$ cat src/rtl/mp_mem_pkg.sv
// rtl/mp_mem_pkg.sv - shared parameter defaults and FSM state type for mp_main_memory
package mp_mem_pkg;

    localparam int DEF_NPORTS  = 2;
    localparam int DEF_ADDR_W  = 4;
    localparam int DEF_DATA_W  = 32;
    localparam int DEF_TAG_W   = 2;
    localparam int DEF_LATENCY = 1;

    typedef enum logic {
        ST_INIT = 1'b0,
        ST_RUN  = 1'b1
    } mem_state_e;

endpackage

$ cat src/rtl/mp_main_memory_if.sv
// rtl/mp_main_memory_if.sv - multi-port request/response bundle between cores and the shared memory
interface mp_main_memory_if #(
    parameter int NPORTS = mp_mem_pkg::DEF_NPORTS,
    parameter int ADDR_W = mp_mem_pkg::DEF_ADDR_W,
    parameter int DATA_W = mp_mem_pkg::DEF_DATA_W,
    parameter int TAG_W  = mp_mem_pkg::DEF_TAG_W
) ();

    logic [NPORTS-1:0]             req_valid;
    logic [NPORTS-1:0]             req_write;
    logic [NPORTS-1:0][ADDR_W-1:0] req_addr;
    logic [NPORTS-1:0][DATA_W-1:0] req_wdata;
    logic [NPORTS-1:0]             req_ready;
    logic [NPORTS-1:0]             rsp_valid;
    logic [NPORTS-1:0][DATA_W-1:0] rsp_rdata;
    logic [NPORTS-1:0][TAG_W-1:0]  rsp_tag;
    logic                          init_busy;

    modport master (
        output req_valid, req_write, req_addr, req_wdata,
        input  req_ready, rsp_valid, rsp_rdata, rsp_tag, init_busy
    );

    modport slave (
        input  req_valid, req_write, req_addr, req_wdata,
        output req_ready, rsp_valid, rsp_rdata, rsp_tag, init_busy
    );

endinterface

$ cat src/rtl/rr_arbiter.sv
// rtl/rr_arbiter.sv - round-robin arbiter: one-hot grant to the first requester at or after the pointer
module rr_arbiter #(
    parameter int NPORTS = 2
) (
    input  logic              clk,
    input  logic              rst,
    input  logic [NPORTS-1:0] req_i,
    output logic [NPORTS-1:0] grant_o
);

    localparam int PTR_W = (NPORTS > 1) ? $clog2(NPORTS) : 1;

    logic [PTR_W-1:0] ptr_q;
    logic [PTR_W-1:0] ptr_d;
    logic [PTR_W-1:0] idx_w;
    logic             found;
    int               idx;

    always_comb begin
        grant_o = '0;
        ptr_d   = ptr_q;
        found   = 1'b0;
        idx     = 0;
        idx_w   = '0;
        for (int off = 0; off < NPORTS; off++) begin
            idx = int'(ptr_q) + off;
            if (idx >= NPORTS) begin
                idx = idx - NPORTS;
            end
            idx_w = PTR_W'(idx);
            if (!found && req_i[idx_w]) begin
                found          = 1'b1;
                grant_o[idx_w] = 1'b1;
                ptr_d          = (idx == NPORTS - 1) ? '0 : PTR_W'(idx + 1);
            end
        end
    end

    always_ff @(posedge clk) begin
        if (rst) begin
            ptr_q <= '0;
        end else begin
            ptr_q <= ptr_d;
        end
    end

endmodule

$ cat src/rtl/mp_main_memory.sv
// rtl/mp_main_memory.sv - single-ported shared memory with round-robin port arbitration,
// power-up clear sweep and a fixed-latency in-order response pipeline.
module mp_main_memory import mp_mem_pkg::*; #(
    parameter int NPORTS  = DEF_NPORTS,
    parameter int ADDR_W  = DEF_ADDR_W,
    parameter int DATA_W  = DEF_DATA_W,
    parameter int TAG_W   = DEF_TAG_W,
    parameter int LATENCY = DEF_LATENCY
) (
    input  logic              clk,
    input  logic              rst,
    mp_main_memory_if.slave   bus
);

    localparam int DEPTH = 2 ** ADDR_W;

    mem_state_e        state_q;
    logic [ADDR_W-1:0] cnt_q;
    logic              init_busy_q;

    logic [NPORTS-1:0] arb_req;
    logic [NPORTS-1:0] grant;

    logic              acc_valid;
    logic              acc_write;
    logic [ADDR_W-1:0] acc_addr;
    logic [DATA_W-1:0] acc_wdata;
    logic [DATA_W-1:0] acc_rdata;

    logic [DATA_W-1:0] mem_q [DEPTH];
    logic              mem_we;
    logic [ADDR_W-1:0] mem_waddr;
    logic [DATA_W-1:0] mem_wdata;

    logic              pipe_vld_q  [LATENCY];
    logic [NPORTS-1:0] pipe_port_q [LATENCY];
    logic [TAG_W-1:0]  pipe_tag_q  [LATENCY];
    logic [DATA_W-1:0] pipe_data_q [LATENCY];

    logic [NPORTS-1:0]             rsp_valid_q;
    logic [NPORTS-1:0][DATA_W-1:0] rsp_rdata_q;
    logic [NPORTS-1:0][TAG_W-1:0]  rsp_tag_q;

    // Requests are invisible to the arbiter until the clear sweep is done.
    assign arb_req = (state_q == ST_RUN) ? bus.req_valid : '0;

    rr_arbiter #(
        .NPORTS (NPORTS)
    ) u_arb (
        .clk     (clk),
        .rst     (rst),
        .req_i   (arb_req),
        .grant_o (grant)
    );

    assign bus.req_ready = grant;
    assign bus.init_busy = init_busy_q;
    assign bus.rsp_valid = rsp_valid_q;
    assign bus.rsp_rdata = rsp_rdata_q;
    assign bus.rsp_tag   = rsp_tag_q;

    always_comb begin
        acc_valid = 1'b0;
        acc_write = 1'b0;
        acc_addr  = '0;
        acc_wdata = '0;
        for (int i = 0; i < NPORTS; i++) begin
            if (grant[i]) begin
                acc_valid = 1'b1;
                acc_write = bus.req_write[i];
                acc_addr  = bus.req_addr[i];
                acc_wdata = bus.req_wdata[i];
            end
        end
    end

    // A write is echoed back as its response data.
    assign acc_rdata = acc_write ? acc_wdata : mem_q[acc_addr];

    always_comb begin
        mem_we    = 1'b0;
        mem_waddr = acc_addr;
        mem_wdata = acc_wdata;
        if (state_q == ST_INIT) begin
            mem_we    = 1'b1;
            mem_waddr = cnt_q;
            mem_wdata = '0;
        end else if (acc_valid && acc_write) begin
            mem_we = 1'b1;
        end
    end

    always_ff @(posedge clk) begin
        if (mem_we) begin
            mem_q[mem_waddr] <= mem_wdata;
        end
    end

    always_ff @(posedge clk) begin
        if (rst) begin
            state_q     <= ST_INIT;
            cnt_q       <= '0;
            init_busy_q <= 1'b1;
        end else begin
            case (state_q)
                ST_INIT: begin
                    cnt_q <= cnt_q + 1'b1;
                    if (&cnt_q) begin
                        state_q     <= ST_RUN;
                        init_busy_q <= 1'b0;
                    end
                end
                ST_RUN: begin
                    state_q <= ST_RUN;
                end
            endcase
        end
    end

    // Stage 0 captures the accept; the response register loads from the last stage.
    always_ff @(posedge clk) begin
        if (rst) begin
            for (int j = 0; j < LATENCY; j++) begin
                pipe_vld_q[j] <= 1'b0;
            end
            rsp_valid_q <= '0;
            rsp_rdata_q <= '0;
            rsp_tag_q   <= '0;
        end else begin
            pipe_vld_q[0]  <= acc_valid;
            pipe_port_q[0] <= grant;
            pipe_tag_q[0]  <= acc_addr[ADDR_W-1 -: TAG_W];
            pipe_data_q[0] <= acc_rdata;
            for (int j = 1; j < LATENCY; j++) begin
                pipe_vld_q[j]  <= pipe_vld_q[j-1];
                pipe_port_q[j] <= pipe_port_q[j-1];
                pipe_tag_q[j]  <= pipe_tag_q[j-1];
                pipe_data_q[j] <= pipe_data_q[j-1];
            end
            for (int i = 0; i < NPORTS; i++) begin
                rsp_valid_q[i] <= pipe_vld_q[LATENCY-1] && pipe_port_q[LATENCY-1][i];
                if (pipe_vld_q[LATENCY-1] && pipe_port_q[LATENCY-1][i]) begin
                    rsp_rdata_q[i] <= pipe_data_q[LATENCY-1];
                    rsp_tag_q[i]   <= pipe_tag_q[LATENCY-1];
                end
            end
        end
    end

endmodule

$ cat src/flat_wrapper.sv
// flat-port wrapper written by rule: the top's interface ports become plain ports
module mp_main_memory_flat import mp_mem_pkg::*;
#(
    parameter int NPORTS  = DEF_NPORTS,
    parameter int ADDR_W  = DEF_ADDR_W,
    parameter int DATA_W  = DEF_DATA_W,
    parameter int TAG_W   = DEF_TAG_W,
    parameter int LATENCY = DEF_LATENCY
)
  (clk, rst, bus_req_valid, bus_req_write, bus_req_addr, bus_req_wdata, bus_req_ready, bus_rsp_valid, bus_rsp_rdata, bus_rsp_tag, bus_init_busy);
  mp_main_memory_if #(.NPORTS(NPORTS), .ADDR_W(ADDR_W), .DATA_W(DATA_W), .TAG_W(TAG_W)) bus_i ();
  input  logic clk;
  input  logic rst;
  input wire logic [$bits(bus_i.req_valid)-1:0] bus_req_valid;
  input wire logic [$bits(bus_i.req_write)-1:0] bus_req_write;
  input wire logic [$bits(bus_i.req_addr)-1:0] bus_req_addr;
  input wire logic [$bits(bus_i.req_wdata)-1:0] bus_req_wdata;
  output wire logic [$bits(bus_i.req_ready)-1:0] bus_req_ready;
  output wire logic [$bits(bus_i.rsp_valid)-1:0] bus_rsp_valid;
  output wire logic [$bits(bus_i.rsp_rdata)-1:0] bus_rsp_rdata;
  output wire logic [$bits(bus_i.rsp_tag)-1:0] bus_rsp_tag;
  output wire logic [$bits(bus_i.init_busy)-1:0] bus_init_busy;
  assign bus_i.req_valid = bus_req_valid;
  assign bus_i.req_write = bus_req_write;
  assign bus_i.req_addr = bus_req_addr;
  assign bus_i.req_wdata = bus_req_wdata;
  assign bus_req_ready = bus_i.req_ready;
  assign bus_rsp_valid = bus_i.rsp_valid;
  assign bus_rsp_rdata = bus_i.rsp_rdata;
  assign bus_rsp_tag = bus_i.rsp_tag;
  assign bus_init_busy = bus_i.init_busy;
  mp_main_memory #(.NPORTS(NPORTS), .ADDR_W(ADDR_W), .DATA_W(DATA_W), .TAG_W(TAG_W), .LATENCY(LATENCY)) u_core (.clk(clk), .rst(rst), .bus(bus_i));
endmodule
$ cat config.mk
export PLATFORM = sky130hd
export DESIGN_NAME = mp_main_memory_flat
export DESIGN_NICKNAME = d
export VERILOG_FILES = /design/src/rtl/mp_mem_pkg.sv /design/src/rtl/mp_main_memory_if.sv /design/src/rtl/rr_arbiter.sv /design/src/rtl/mp_main_memory.sv /design/src/flat_wrapper.sv
export SDC_FILE = /design/constraint.sdc
export NUM_CORES = 1
export LEC_CHECK = 0
export ABC_AREA = 1
export CELL_PAD_IN_SITES_DETAIL_PLACEMENT = 2
export CELL_PAD_IN_SITES_GLOBAL_PLACEMENT = 2
export CORE_MARGIN = 8
export CORE_UTILIZATION = 27
export CTS_BUF_LIST = sky130_fd_sc_hd__clkbuf_4
export CTS_CLUSTER_SIZE = 8
export DETAILED_ROUTE_END_ITERATION = 12
export GPL_ROUTABILITY_DRIVEN = 0
export MAX_ROUTING_LAYER = met4
export PLACE_DENSITY_LB_ADDON = 0.1
export SYNTH_ARGS = -nofsm -noshare
export SYNTH_HDL_FRONTEND = slang
export SYNTH_SLANG_ARGS = --single-unit
$ cat constraint.sdc
create_clock -name clk -period 10.2 [get_ports clk]
set_input_delay 1.02 -clock clk [delete_from_list [all_inputs] [get_ports clk]]
set_output_delay 1.02 -clock clk [all_outputs]
set_load 0.05 [all_outputs]
After elaboration in Yosys (flattened, before gate mapping)
Memories as Yosys holds them, arrays and structs flattened.
Index checks and enable logic that the tools add are counted.
Word-level totals
  word-level logic and storage cells: 81
  bits in registers: 77
  output and inout bits: 73
  RAM bits: 549
  memories: 5
Memory list
  u_core.mem_q: depth 16, width 32, read ports 1, clocked after memory_dff 0, wr ports 1, line mp_main_memory.sv:30  | logic [DATA_W-1:0] mem_q [DEPTH];
  u_core.pipe_data_q: depth 1, width 32, read ports 1, clocked after memory_dff 0, wr ports 1, line mp_main_memory.sv:38  | logic [DATA_W-1:0] pipe_data_q [LATENCY];
  u_core.pipe_port_q: depth 1, width 2, read ports 1, clocked after memory_dff 0, wr ports 1, line mp_main_memory.sv:36  | logic [NPORTS-1:0] pipe_port_q [LATENCY];
  u_core.pipe_tag_q: depth 1, width 2, read ports 1, clocked after memory_dff 0, wr ports 1, line mp_main_memory.sv:37  | logic [TAG_W-1:0] pipe_tag_q [LATENCY];
  u_core.pipe_vld_q: depth 1, width 1, read ports 1, clocked after memory_dff 0, wr ports 1, line mp_main_memory.sv:35  | logic pipe_vld_q [LATENCY];
Operators by class
  reductions and logical operators: 11
  equality and inequality tests: 2
  add/sub/neg operators: 6
  multiplexer cells: 40
  order comparisons: 6
  bitwise logic cells: 2
Operators with widths (count)
  $mux W32: 6
  $eq A32 B2 Y1 const B: 2
  $mux W1: 25
  $mux W4: 3
  $logic_and A1 B1 Y1: 6
  $mux W2: 3
  $reduce_and A5 Y1: 1
  $add A4 B1 Y4 const B: 1
  $lt A1 B2 Y1 const B: 2
  $reduce_and A4 Y1: 1
  $sub A1 B2 Y3 const B: 1
  $sub A2 B2 Y3 const B: 1
  $add A1 B1 Y1 const B: 2
  $add A1 B1 Y2 const B: 1
  $demux W1 S1: 2
  $ge A1 B1 Y1 const B: 2
  $ge A1 B2 Y1 const B: 1
  $ge A2 B2 Y1 const B: 1
  $or A2 B2 Y2: 1
  $pmux W1 S2: 1
  $reduce_bool A2 Y1: 1
  $logic_not A1 Y1: 1
  $not A1 Y1: 1
  $reduce_or A1 Y1: 1

Longest topological paths before layout
  depth in word-level cells: 16
  gate-level depth with buffers: 14

Hierarchy
A second synthesis with hierarchy kept.
Unflattened totals
  cells, all modules: 2698
  area, all modules: 27206.1 µm²
By module, submodules not included
  mp_main_memory: times used 1, area an instance 27147.3 µm², cells an instance 2687, sequential area each 17997.3 µm²
  rr_arbiter: times used 1, area an instance 58.8 µm², cells an instance 11, sequential area each 20.0 µm²

Worst setup path after synthesis
OpenSTA, ideal clock, no wires.
  path kind: input to register
  start: in bus_req_valid[1]
  end: mem u_core.mem_q[10][0] (netlist bit) (enable)
  setup slack: 5.611 ns
  data arrival time: 4.127 ns
  cell stages on the path: 8
  buffers on the path: 2
  path through: nand3_1 nand3_2 nand2_2 buf_6 buf_6 nor2_2 nand2_1 nor3_1
Between the ends
  longest elaborated chain between the ends: 14
  elaborated cells between the ends (all ways): 23
  classes of those cells: mux (19); bitwise (1); reduce/logical (3)
Ends and longest elaborated chain
  from (decl): line flat_wrapper.sv:14  | input wire logic [$bits(bus_i.req_valid)-1:0] bus_req_valid;
  $mux W2 *: line mp_main_memory.sv:45  | assign arb_req = (state_q == ST_RUN) ? bus.req_valid : '0;
  $mux W1 (not written as such) (2 in a row): line rr_arbiter.sv:31  | if (!found && req_i[idx_w]) begin
  $mux W1: line rr_arbiter.sv:31
  $logic_not A1 Y1: line rr_arbiter.sv:31
  $logic_and A1 B1 Y1: line rr_arbiter.sv:31
  $mux W2 *: line rr_arbiter.sv:31
  $mux W1 (2 in a row): line mp_main_memory.sv:68  | if (grant[i]) begin
  $logic_and A1 B1 Y1: line mp_main_memory.sv:88  | end else if (acc_valid && acc_write) begin
  $mux W1: line mp_main_memory.sv:88
  $mux W1: line mp_main_memory.sv:84  | if (state_q == ST_INIT) begin
  $mux W1: line mp_main_memory.sv:94  | if (mem_we) begin
  $mux W1 (not written as such): line mp_main_memory.sv:95  | mem_q[mem_waddr] <= mem_wdata;
  to (decl): line mp_main_memory.sv:30
Every way passes the cells marked *; elsewhere a longest branch is shown, timed or not. The select of a mux whose other input is x is not followed.

Final worst setup path
  start: reg u_core.state_q
  end: mem u_core.pipe_data_q[0][1] (netlist bit), data pin
Between the ends
  longest elaborated chain between the ends: 11
  elaborated cells between the ends (all ways): 19
  classes of those cells: mux (15); bitwise (1); reduce/logical (2); memory (1)
Ends and longest elaborated chain
  from (decl): line mp_main_memory.sv:17  | mem_state_e state_q;
  from (signal assigned): line mp_main_memory.sv:101  | state_q <= ST_INIT;
  from (signal assigned): line mp_main_memory.sv:109  | state_q <= ST_RUN;
  from (signal assigned): line mp_main_memory.sv:114  | state_q <= ST_RUN;
  $mux W2 *: line mp_main_memory.sv:45
  $mux W1 (not written as such) (2 in a row): line rr_arbiter.sv:31
  $mux W1: line rr_arbiter.sv:31
  $logic_not A1 Y1: line rr_arbiter.sv:31
  $logic_and A1 B1 Y1: line rr_arbiter.sv:31
  $mux W2 *: line rr_arbiter.sv:31
  $mux W4 (2 in a row): line mp_main_memory.sv:68
  $mem_v2 Z16 W32
  $mux W32 *: line mp_main_memory.sv:78  | assign acc_rdata = acc_write ? acc_wdata : mem_q[acc_addr];
  net u_core.acc_rdata[1]: line mp_main_memory.sv:28  | logic [DATA_W-1:0] acc_rdata;
  to (decl): line mp_main_memory.sv:38
Mark *: on every way through the listed nets, which the timed path passes. The rest lies on a longest branch. The select of a mux whose other input is x is not followed.

==> qor.csv <==
metric;value;unit
run status;finished clean;
setup slack, reg-to-reg;5.13;ns
Avg WL per Cell;23.7;µm
worst-margin pin slew;1.33;ns
P_int;4.19;mW
post-synthesis register bit count;626;
crit-path max FO;90;
Via density;4.79;
GR Layer Usage met1;23.5;%
area delta synth->final;18.9;%
Post-Syn Nets;2611;
vias in the first global route;22300;
initial antenna violation count;7;
CTS buffer count;183;
Skew-Pair Late Insertion Delay;1.03;ns
CP Data Arrival Time;5.83;ns
Post-DRT Antenna Nets;0;
clk sink count;626;
Seq. cell area;0.0180;mm²
num rows;116;
Fin Setup TNS;0;ns
Post-Syn Instances;2532;
Initial DRC Count;973;
mean area per synthesized cell;10.7;µm²
Slew Viols, Final;0;
Pwr Total;5.46;mW
dpl cells;3864;
CP startpoint kind;register;
worst path bufs/invs;3;
max cap viols;0;
clock share of power;44.5;%
worst stage delay on the critical path;0.94;ns
CP cell instances;nand3_1 -> nand3_4 -> buf_4 -> buf_4 -> buf_4 -> nand3_1 -> nand3_1 -> nand3_1 -> nand3_1 -> nand2_1 -> nand2_1 -> nand2_1;
met3 Usage GRT;3.61;%
worst clock skew;0.0670;ns
number of library cell types mapped by synthesis;24;
CTS Hold Buffers Added;0;
routing usage on met2;28.6;%
layout cell share with drive strength beyond 1;13.0;%
Clock Path Buffers;3;
Yosys Warn Count;0;
gr busiest metal;met2;
Pwr Density;170;mW/mm²
Final Hold Viols;0;
Seq pwr share;52.0;%
Max rail drop VDD;0.0708;mV
total track usage;18.2;%
H-tree levels;4;
drt first pass iters;5;
routed via count;20000;
Critical Path Slowest Stage Cell;buf_4;
Total Wirelength;99.3;mm
largest net degree at the start of global routing;190;
Peak Freq;197;MHz
Hold Path Class;register to register;
crit-path most repeated cell;nand3_1;
Remaining DRCs;0;
IO Pins;151;
Die Span X;333;µm
setup repair bufs after CTS;0;
Period minus WS final;5.07;ns
Net Switching;1.27;mW
Port Buffer Count;150;
worst hold slack;0.486;ns
Critical Path RT;10.96;ns
cell leakage power;12.5;nW
register area share after synthesis;66.6;%
CTS tree;done;
crit end category;register;
Setup CP Type;register to register;
Logic pwr share;3.5;%
core region area;0.0997;mm²
die height;333;µm
Root Driver;clkbuf_4;
Multi-input gate area;0.00710;mm²
Finish-stage setup viols;0;
fin cells;4181;
final period utilization;49.7;%
die outline area;0.111;mm²
HPWL Detailed;54.3;mm
RSZ-0062 raised after global routing;false;
first-pass GRT wire length;146;mm
slew margin rel.;10.7;%
post-CTS resize count;0;
grt ovf;0;
Initial Utilization;27.1;%
Filler cells;10800;
CTS clk-pin slew, worst paths;0.07;ns
Sw Ratio;23.3;%
post-synth design cell area;0.0271;mm²
Final Net Count;2830;
CP top delay family;buffers and inverters;
through the flow:
| stage | area, µm² | util [%] | setup slack, ns |
|---|---|---|---|
| 2_1_floorplan | 27100 | - | 5.61 |
| 3_3_place_gp | 29900 | 30.0 | 4.35 |
| 3_5_place_dp | 29900 | 30.0 | 4.27 |
| 4_1_cts | 32200 | 32.3 | 5.17 |
| 5_1_grt | 32200 | 32.3 | 4.80 |
| 6_report | 32200 | 32.3 | 5.13 |
power groups by stage:
stage          sequential (mW)  clock (mW)  combinational [mW]
5_1_grt                   2.84        2.66               0.212
6_report                  2.84        2.43               0.189
4_1_cts                   2.84        2.54               0.196
3_5_place_dp              2.89           0               0.194
2_1_floorplan             2.88           0              0.0902
3_3_place_gp              2.89           0               0.190
registers in the layout (all words and copies together), names as in the netlist:
register / cells
u_core.bus.init_busy: 1
u_core.bus.rsp_rdata: 64
u_core.bus.rsp_tag: 4
u_core.bus.rsp_valid: 2
u_core.cnt_q: 4
u_core.mem_q: 512
u_core.pipe_data_q: 32
u_core.pipe_port_q: 2
u_core.pipe_tag_q: 2
u_core.pipe_vld_q: 1
u_core.state_q: 1
u_core.u_arb.ptr_q: 1
layer usage:
metal	vias up	share of wire, %
met3	181	4.8
met4	0	2.5
li1	9151	-
met5	-	0
met2	477	46
met1	10200	47
Yosys cell counts:
master | n | area [µm²]
inv_2 | 7 | 26.3
nand2_2 | 5 | 31.3
buf_6 | 3 | 33.8
o22ai_2 | 2 | 25.0
nor2_1 | 154 | 578
buf_1 | 7 | 26.3
inv_1 | 323 | 1210
nand3_2 | 2 | 20.0
nor3_1 | 7 | 35.0
a21oi_1 | 8 | 40.0
buf_2 | 103 | 515
o21ai_0 | 71 | 355
nand3b_1 | 178 | 1340
buf_4 | 24 | 180
clkbuf_1 | 26 | 97.6
nor2_2 | 1 | 6.26
a22o_1 | 32 | 280
edfxtp_1 | 548 | 16500
o22ai_4 | 1 | 20.0
dfxtp_1 | 78 | 1560
nand3_1 | 520 | 2600
nand2_1 | 428 | 1610
clkinv_1 | 3 | 11.3
ha_1 | 1 | 12.5
worst paths after layout:
check | to | from | cells after the start
worst max register to register | u_core.pipe_data_q[0][1] | u_core.state_q | 12
worst min register to register | u_core.bus.rsp_rdata[62] | u_core.bus.rsp_rdata[62] | 2
worst max-delay path | u_core.pipe_data_q[0][1] | u_core.state_q | 12
worst min-delay path | u_core.bus.rsp_rdata[62] | u_core.bus.rsp_rdata[62] | 2
cell families after synthesis:
kind of cell | share of synthesized area (%)
AOI/OAI and AO/OA | 2.66
adders and majority gates | 0.0462
buffers and inverters | 7.77
DFF | 66.6
and+or+nand+nor | 23.0
tightest hold or removal path, cell delays in order (launching register included):
cell and delay, ns:
dfxtp_1 0.33, nor2_1 0.05, nor2_1 0.08
area by class of cell:
class                           count  area share (%)
Timing Repair Buffer              197            5.80
Antenna cell                        4          0.0311
Clock inverter                     35           0.727
Clock buffer                      278            6.48
Inverter                          333            3.89
Multi-Input combinational cell   1410            22.1
Sequential cell                   626            56.0
Tap cell                         1298            5.04
layout by cell type, fill, tap and decap left out, types with 10 or more instances in the layout:
master,synthesis,routed
dfxtp_1,78,78
nor2_1,154,144
nand3b_1,178,178
inv_2,7,11
clkdlybuf4s50_1,0,150
buf_4,24,46
a22o_1,32,32
nand3_1,520,520
nor2_4,0,10
nand2_1,428,428
o21ai_0,71,71
clkbuf_4,0,278
clkinv_1,3,26
inv_1,323,320
edfxtp_1,548,548
Note: power is estimated with default switching activity, not from simulation.
